===== src/rtl/lane_vinsn_queue.sv =====
// Per-lane vector instruction queue: captures lane-bound requests from the sequencer broadcast,
// issues the head to ALU/MFPU once hazards drain, and returns completions as vinsn_done pulses.

package ara_pkg;

  localparam int unsigned NrVInsn = 8;

  typedef logic [$clog2(NrVInsn)-1:0] vid_t;

  typedef enum logic [2:0] {
    VFU_None,
    VFU_Alu,
    VFU_MFpu,
    VFU_LoadUnit,
    VFU_StoreUnit,
    VFU_SlideUnit,
    VFU_MaskUnit
  } vfu_e;

  typedef struct packed {
    vid_t               id;
    vfu_e               vfu;
    logic [7:0]         op;
    logic [15:0]        vl;
    logic [NrVInsn-1:0] hazard_vs1;
    logic [NrVInsn-1:0] hazard_vs2;
    logic [NrVInsn-1:0] hazard_vd;
    logic [NrVInsn-1:0] hazard_vm;
  } pe_req_t;

  typedef struct packed {
    logic [NrVInsn-1:0] vinsn_done;
  } pe_resp_t;

endpackage

module lane_vinsn_queue
  import ara_pkg::*;
#(
  parameter int unsigned NrLanes         = 1,
  parameter int unsigned VInsnQueueDepth = 4
) (
  input  logic               clk_i,
  input  logic               rst_ni,
  input  pe_req_t            pe_req_i,
  input  logic               pe_req_valid_i,
  output logic               pe_req_ready_o,
  input  logic [NrVInsn-1:0] vinsn_running_i,
  output pe_req_t            alu_req_o,
  output logic               alu_req_valid_o,
  input  logic               alu_req_ready_i,
  output pe_req_t            mfpu_req_o,
  output logic               mfpu_req_valid_o,
  input  logic               mfpu_req_ready_i,
  input  logic [NrVInsn-1:0] alu_vinsn_done_i,
  input  logic [NrVInsn-1:0] mfpu_vinsn_done_i,
  output pe_resp_t           pe_resp_o,
  output logic               lane_idle_o
);

  localparam int unsigned PtrW = $clog2(VInsnQueueDepth);
  localparam logic [PtrW:0] FullCnt = (PtrW + 1)'(VInsnQueueDepth);

  if (NrLanes < 1 || VInsnQueueDepth < 2 ||
      (VInsnQueueDepth & (VInsnQueueDepth - 1)) != 0) begin : g_param_check
    $error("lane_vinsn_queue: invalid NrLanes or VInsnQueueDepth");
  end

  pe_req_t            r_queue [VInsnQueueDepth];
  pe_req_t            w_queue_d [VInsnQueueDepth];
  logic [PtrW-1:0]    r_rd_ptr, r_wr_ptr, w_rd_ptr_d, w_wr_ptr_d;
  logic [PtrW:0]      r_count, w_count_d;
  vid_t               r_last_id, w_last_id_d;
  logic               r_last_valid, w_last_valid_d;
  logic [NrVInsn-1:0] r_issued, w_issued_d;
  logic [NrVInsn-1:0] r_done, w_done_d;

  pe_req_t w_new, w_head;
  logic    w_dup, w_accept, w_enq, w_issue, w_deq;

  // Hazard masks are filtered against the running set both on capture and every cycle.
  always_comb begin
    w_new            = pe_req_i;
    w_new.hazard_vs1 = pe_req_i.hazard_vs1 & vinsn_running_i;
    w_new.hazard_vs2 = pe_req_i.hazard_vs2 & vinsn_running_i;
    w_new.hazard_vd  = pe_req_i.hazard_vd & vinsn_running_i;
    w_new.hazard_vm  = pe_req_i.hazard_vm & vinsn_running_i;

    w_head            = r_queue[r_rd_ptr];
    w_head.hazard_vs1 = w_head.hazard_vs1 & vinsn_running_i;
    w_head.hazard_vs2 = w_head.hazard_vs2 & vinsn_running_i;
    w_head.hazard_vd  = w_head.hazard_vd & vinsn_running_i;
    w_head.hazard_vm  = w_head.hazard_vm & vinsn_running_i;
  end

  assign pe_req_ready_o = (r_count != FullCnt);
  assign w_dup    = pe_req_valid_i && r_last_valid && (pe_req_i.id == r_last_id);
  assign w_accept = pe_req_valid_i && pe_req_ready_o && !w_dup;
  assign w_enq    = w_accept && (pe_req_i.vfu == VFU_Alu || pe_req_i.vfu == VFU_MFpu);

  assign w_issue = (r_count != '0) &&
                   ((w_head.hazard_vs1 | w_head.hazard_vs2 |
                     w_head.hazard_vd | w_head.hazard_vm) == '0);

  assign alu_req_o        = w_head;
  assign mfpu_req_o       = w_head;
  assign alu_req_valid_o  = w_issue && (w_head.vfu == VFU_Alu);
  assign mfpu_req_valid_o = w_issue && (w_head.vfu == VFU_MFpu);
  assign w_deq = (alu_req_valid_o && alu_req_ready_i) || (mfpu_req_valid_o && mfpu_req_ready_i);

  always_comb begin
    w_queue_d = r_queue;
    for (int i = 0; i < int'(VInsnQueueDepth); i++) begin
      w_queue_d[i].hazard_vs1 = r_queue[i].hazard_vs1 & vinsn_running_i;
      w_queue_d[i].hazard_vs2 = r_queue[i].hazard_vs2 & vinsn_running_i;
      w_queue_d[i].hazard_vd  = r_queue[i].hazard_vd & vinsn_running_i;
      w_queue_d[i].hazard_vm  = r_queue[i].hazard_vm & vinsn_running_i;
    end
    if (w_enq) w_queue_d[r_wr_ptr] = w_new;

    w_wr_ptr_d = w_enq ? r_wr_ptr + PtrW'(1) : r_wr_ptr;
    w_rd_ptr_d = w_deq ? r_rd_ptr + PtrW'(1) : r_rd_ptr;
    w_count_d  = r_count;
    if (w_enq && !w_deq) w_count_d = r_count + (PtrW + 1)'(1);
    if (!w_enq && w_deq) w_count_d = r_count - (PtrW + 1)'(1);

    w_last_id_d    = r_last_id;
    w_last_valid_d = r_last_valid;
    if (w_accept) begin
      w_last_id_d    = pe_req_i.id;
      w_last_valid_d = 1'b1;
    end else if (!pe_req_valid_i || pe_req_i.id != r_last_id) begin
      w_last_valid_d = 1'b0;
    end

    // A fresh issue of an id overrides a completion of its previous instance.
    w_done_d   = (alu_vinsn_done_i | mfpu_vinsn_done_i) & r_issued;
    w_issued_d = r_issued & ~w_done_d;
    if (w_deq) w_issued_d[w_head.id] = 1'b1;
  end

  always_ff @(posedge clk_i or negedge rst_ni) begin
    if (!rst_ni) begin
      for (int i = 0; i < int'(VInsnQueueDepth); i++) r_queue[i] <= '0;
      r_rd_ptr     <= '0;
      r_wr_ptr     <= '0;
      r_count      <= '0;
      r_last_id    <= '0;
      r_last_valid <= 1'b0;
      r_issued     <= '0;
      r_done       <= '0;
    end else begin
      r_queue      <= w_queue_d;
      r_rd_ptr     <= w_rd_ptr_d;
      r_wr_ptr     <= w_wr_ptr_d;
      r_count      <= w_count_d;
      r_last_id    <= w_last_id_d;
      r_last_valid <= w_last_valid_d;
      r_issued     <= w_issued_d;
      r_done       <= w_done_d;
    end
  end

  assign pe_resp_o.vinsn_done = r_done;
  assign lane_idle_o = (r_count == '0) && (r_issued == '0);

endmodule


===== config.mk =====
export PLATFORM = sky130hd
export DESIGN_NAME = lane_vinsn_queue
export DESIGN_NICKNAME = d
export VERILOG_FILES = /design/src/rtl/lane_vinsn_queue.sv
export SDC_FILE = /design/constraint.sdc
export NUM_CORES = 1
export LEC_CHECK = 0
export CAP_MARGIN = 20
export CORE_ASPECT_RATIO = 0.7
export CORE_MARGIN = 2
export CORE_UTILIZATION = 46
export CTS_BUF_LIST = sky130_fd_sc_hd__clkbuf_8 sky130_fd_sc_hd__clkbuf_16
export CTS_CLUSTER_DIAMETER = 150
export DETAILED_ROUTE_END_ITERATION = 16
export PLACE_DENSITY = 0.73
export SLEW_MARGIN = 20
export SYNTH_ARGS = -nofsm -noshare
export SYNTH_HDL_FRONTEND = slang
export SYNTH_SLANG_ARGS = --single-unit

===== constraint.sdc =====
create_clock -name clk_i -period 3.1 [get_ports clk_i]
set_input_delay 0.465 -clock clk_i [delete_from_list [all_inputs] [get_ports clk_i]]
set_output_delay 0.465 -clock clk_i [all_outputs]
set_load 0.01 [all_outputs]

# Word-level counts from Yosys, hierarchy flattened
# Cells that the tools add are included.
# op_classes
n_addsub	4
multipliers	0
n_div	0
magnitude_cmp	5
n_eq_ne	7
shifts	0
muxes	14
bitwise_logic	34
reduce_logical	28
# ops
operator	count
$bwmux W248	1
$mux W218	1
$and A8 B8 Y8	26
$mux W62	3
$bmux W62 S2	1
$demux W62 S2	1
$or A8 B8 Y8	5
$logic_not A8 Y1	2
$logic_and A1 B1 Y1	15
$mux W8	1
$not A8 Y8	1
$eq A3 B1 Y1 const B	2
$eq A3 B2 Y1 const B	2
$ge A3 B3 Y1 const B	2
$mux W3	2
$not A2 Y3	2
$add A2 B1 Y2 const B	2
$logic_not A1 Y1	4
$lt A3 B4 Y1 const B	1
$reduce_bool A2 Y1	2
$add A3 B1 Y3 const B	1
$demux W1 S3	1
$eq A3 B3 Y1	1
$ge A3 B1 Y1 const B	1
other kinds (8)	12
# totals
reg_bits	275
latchBits	0
mem_bits_rw	0
romBits	0
in_bits	91
output_inout_bits	136
word_cells	131
n_memories	0

# Longest topological paths before layout
# depth
depth_word	17
ltp_mapped	15
mapped_depth_nobuf	12

# Least setup slack after synthesis
# Ideal clock, no wire load.
# synth_path
path_type	reg2reg
startpoint	register r_rd_ptr[0]
endpoint	register r_count[2]
t_arrival_ns	3.023
setup_slack_ns	-0.002
path_stages_with_launch	14
period_less_slack_ns	3.102
cell_sequence	dfrtp_1 buf_6 buf_8 mux4_2 o41ai_2 nand3_1 nor4_1 o21a_1 ha_1 inv_1 fa_1 xor2_1 nor2_1 xor2_1
# synth_between
elab_chain_len	16
# synth_rtl
element	line	source
from (decl)	71	logic [PtrW-1:0] r_rd_ptr, r_wr_ptr, w_rd_ptr_d, w_wr_ptr_d;
from (signal assigned)	154	r_rd_ptr <= w_rd_ptr_d;
$not A2 Y3 (not written as such) (*)	89	w_head = r_queue[r_rd_ptr];
$bmux W62 S2 (*)	89	
$mux W62 (not written as such) (*) (2 in a row)	89	
$and A8 B8 Y8, on equally long branches	90, 91	
$or A8 B8 Y8 (2 in a row)	102	((w_head.hazard_vs1 | w_head.hazard_vs2 |
$or A8 B8 Y8	103	w_head.hazard_vd | w_head.hazard_vm) == '0);
$logic_not A8 Y1	102	
$logic_and A1 B1 Y1	101	assign w_issue = (r_count != '0) &&
$logic_and A1 B1 Y1, on equally long branches	107, 108	
$logic_and A1 B1 Y1	109	assign w_deq = (alu_req_valid_o && alu_req_ready_i) || (mfpu_req_valid_o && mfpu_req_ready_i);
$logic_or A1 B1 Y1 (*)	109	
$logic_not A1 Y1	124	if (w_enq && !w_deq) w_count_d = r_count + (PtrW + 1)'(1);
$logic_and A1 B1 Y1	124	
$reduce_bool A2 Y1 (no line)	n/a	
to (signal assigned)	156	r_count <= w_count_d;
to (decl)	72	logic [PtrW:0] r_count, w_count_d;
# Mark *: on every way between the ends. The rest lies on a longest branch, timed or not. The select of a mux whose other input is x is not followed.
# A chain may end at the register's enable or synchronous reset.

# Final worst setup path
# layout_path
startpoint	register r_rd_ptr[0]
endpoint	output mfpu_req_valid_o
# layout_between
elab_chain_len	11
# layout_rtl
element	line	source
$not A2 Y3 (not written as such) (*)	89	
$bmux W62 S2 (*)	89	
$mux W62 (not written as such) (*) (2 in a row)	89	
$and A8 B8 Y8, on equally long branches	90, 91	
$or A8 B8 Y8 (2 in a row)	102	
$or A8 B8 Y8	103	
$logic_not A8 Y1	102	
$logic_and A1 B1 Y1	101	
$logic_and A1 B1 Y1 (*)	108	assign mfpu_req_valid_o = w_issue && (w_head.vfu == VFU_MFpu);
to (decl)	53	output logic mfpu_req_valid_o,
# Marks and branches as above.

==> metrics <==
Max-Cap Viols=0; Pre-Repair DR Iteration Count=5; complex-gate fraction of the synthesized area=0.09138; CTS max path bufs=3; Routed wire per std cell=18.51 µm; PnR worst setup slack=-0.3438 ns; Total Routing Usage GR=0.2419; RSZ-0062 raised after global routing=true; total grt overflow=0; leakage=0.008573 µW; crit-path max cell delay=0.53 ns; clk_skew=0.01434 ns; Iteration-0 DRC Markers=749; placed inst area=16350 µm²; H-tree levels=1; core area=28950 µm²; Final Cell Area=17910 µm²; Post-Place Cells=1960; mux contribution to synthesized area=0.1077; post-route ant nets=0; clock root buffer=clkbuf_16; Worst-Skew Late Latency=0.54 ns; fill count=2343; syn nets=1516; Avg Cell Area, Syn=9.563 µm²; Vias=10998; Cell Pwr Density=830.3 nW/µm²; mapped cell area=13570 µm²; CTS tree=yes; Synth Area in XOR/XNOR=0.007008; arrival time at the worst endpoint=2.98 ns; Reg clk slew, reported paths=0.06 ns; IO Port Bufs=226; Die W=209.3 µm; P&R area growth vs syn=31.98%; Primary FF master, synth=dfrtp_1; Clock Sinks=275; initial antenna violation count=1; nature of the critical path endpoint=output port; Ys Warns=0; largest family of logic cells by synthesized area=simple AND/OR/NAND/NOR gates; Crit Path Max Fanout=11; final RePlAce weighted congestion=0.8270; Residual DRC=0; Pins Over Slew Limit=0; Final Hold Viols=0; worst slew pin tran=0.6333 ns; worst vdd ir=0.6294 mV; number of synthesized flops with an enable pin=0; largest net degree at the start of global routing=76; die area=30910 µm²; f_max=0.2904 GHz; wire length of the first global-routing pass=59.21 mm; startpoint types=register; ys async rst share=1.000; worst path required time=2.63 ns; Yosys reg bits=275; sequential-to-total area share from yosys stat=0.5071; Synth Area in Simple Gates=0.2148; drt via density=5.370; Final setup viols=4; worst hold path class=reg2reg; minimum clock period=3.444 ns; outcome=complete, but fails checks; most common cell after layout, fill and taps aside=nand2_1; layout cell share with drive strength beyond 1=0.1653; WL final=37.90 mm; Initial Util=0.4687; slew margin rel.=0.5778; critical path class=reg2out; Post-Syn Instances=1419; diodes inserted=0; highest-delay cell along the critical path=mux4_2; failing checks=negative setup slack; die extent in y=147.7 µm; Post-Synth Adder-Cell Area=0.006086; library cells used by synthesis=46; Cell Chain, Critical Path=buf_6 -> buf_8 -> mux4_2 -> nand2_1 -> and4_4 -> nand3_4 -> nor4_4 -> buf_4 -> and3b_1 -> buf_2; leading cell types in the layout, fill and taps excluded=nand2_1, dfrtp_1, clkdlybuf4s50_1; cell row count=52; num ports=227; CTS Buf Count=28; internal reg-to-reg setup slack=-0.21 ns; vias in the first global route=10856; final critical-path share of the clock period=1.111; NumNets Final=1746; HPWL after detailed placement=24.55 mm; Post-Layout Cell Count=2048
registers in the layout, summed over array words and instances (netlist names):
| signal | count |
|---|---|
| pe_resp_o | 8 |
| r_issued | 8 |
| r_queue | 248 |
| r_last_valid | 1 |
| r_rd_ptr | 2 |
| r_last_id | 3 |
| r_count | 3 |
| r_wr_ptr | 2 |
metal layers:
metal  wire length [µm]  global-route usage
met1              16980              0.3556
met2              17470              0.3778
met3               2991             0.04419
met4                440             0.05179
met5                 13                   0
final timing paths:
kind / start / end / depth (start not counted)
hold / removal: r_queue[102]$_DFFE_PN0P_ / r_queue[102]$_DFFE_PN0P_ / 2
setup reg to reg: r_rd_ptr[0]$_DFFE_PN0N_ / r_count[2]$_DFFE_PN0P_ / 15
max in group asynchronous: rst_ni / r_queue[24]$_DFF_PN0_ / 3
min in group asynchronous: rst_ni / pe_resp_o[5]$_DFF_PN0_ / 2
setup / recovery: r_rd_ptr[0]$_DFFE_PN0N_ / mfpu_req_valid_o / 10
hold reg to reg: r_queue[102]$_DFFE_PN0P_ / r_queue[102]$_DFFE_PN0P_ / 2
power breakdown:
part | switching, µW | total [µW] | internal, µW
logic | 2990 | 6430 | 3440
clock network | 1410 | 3460 | 2050
registers | 492 | 4980 | 4480
total | 4890 | 14900 | 9980
final cells by class:
type / instances / area, µm² / share of cell area
Sequential cell: 275 / 6889 / 0.3847
Timing Repair Buffer: 350 / 3597 / 0.2009
Inverter: 10 / 37.54 / 0.002096
Clock buffer: 34 / 794.5 / 0.04437
Tap cell: 378 / 473.0 / 0.02641
Clock inverter: 17 / 151.4 / 0.008454
Multi-Input combinational cell: 984 / 5966 / 0.3331
repair_timing:
action / CTS / global route
endpoints found under the hold margin: 70 / 0
endpoints found under the setup margin: 87 / 70
resized for setup: 63 / 77
gates cloned: 0 / 1
hold buffers: 1 / 0
setup buffers: 11 / 26
pin swaps: 10 / 15
cell usage after synthesis, types with 2 or more instances:
library cell	instances	area, µm²
xor2_1	6	52.55
clkbuf_1	66	247.7
nor2b_1	10	62.56
mux2_2	6	67.56
nor3b_1	3	22.52
dfrtp_1	275	6882
o21ai_0	10	50.05
nor2_1	16	60.06
nor3_1	7	35.03
mux2i_1	23	230.2
mux4_2	40	900.9
buf_4	65	488.0
o22ai_1	9	56.30
or3b_2	2	17.52
a211oi_1	2	15.01
a21oi_1	2	10.01
mux4_1	10	262.8
nand3_1	5	25.02
xnor2_1	3	26.28
nand3b_1	2	15.01
inv_1	10	37.54
nand2b_1	9	56.30
a21boi_0	129	968.4
and3b_1	2	17.52
o21ai_2	8	70.07
and2_1	27	168.9
ha_1	5	62.56
o211a_1	2	20.02
buf_6	3	33.78
nand2_1	626	2350
buf_1	3	11.26
nor4_1	8	50.05
buf_2	12	60.06
worst max-delay path, delay by kind of cell (launching register included):
family	cells	cell delay [ns]
mux	1	0.53
flops	1	0.44
buf+inv	4	0.60
simple gates	5	0.86
metrics by stage:
stage	power, µW	setup slack (ns)	hold WS, ns	TNS (ns)	utilization
floorplan	8549	0.03241	0.1694	0	-
global placement	10800	-0.6401	0.4528	-3.081	0.5649
detailed placement	10960	-0.6538	0.4579	-3.373	0.5649
CTS	14470	-0.4029	0.4721	-2.714	0.6026
global route	15680	-0.4722	0.4913	-1.610	0.6185
finish	14870	-0.3438	0.4700	-0.9806	0.6185
logic make-up (layout without fill, tap and decap cells):
kind of cell / Yosys count / after routing
AOI/OAI and AO/OA: 167 / 167
and+or+nand+nor: 722 / 722
DFF: 275 / 275
adders and majority gates: 6 / 6
xor gates and xnor gates: 10 / 10
buffers and inverters: 160 / 411
muxes: 79 / 79
No activity file was read; power rests on OpenSTA's default activity.
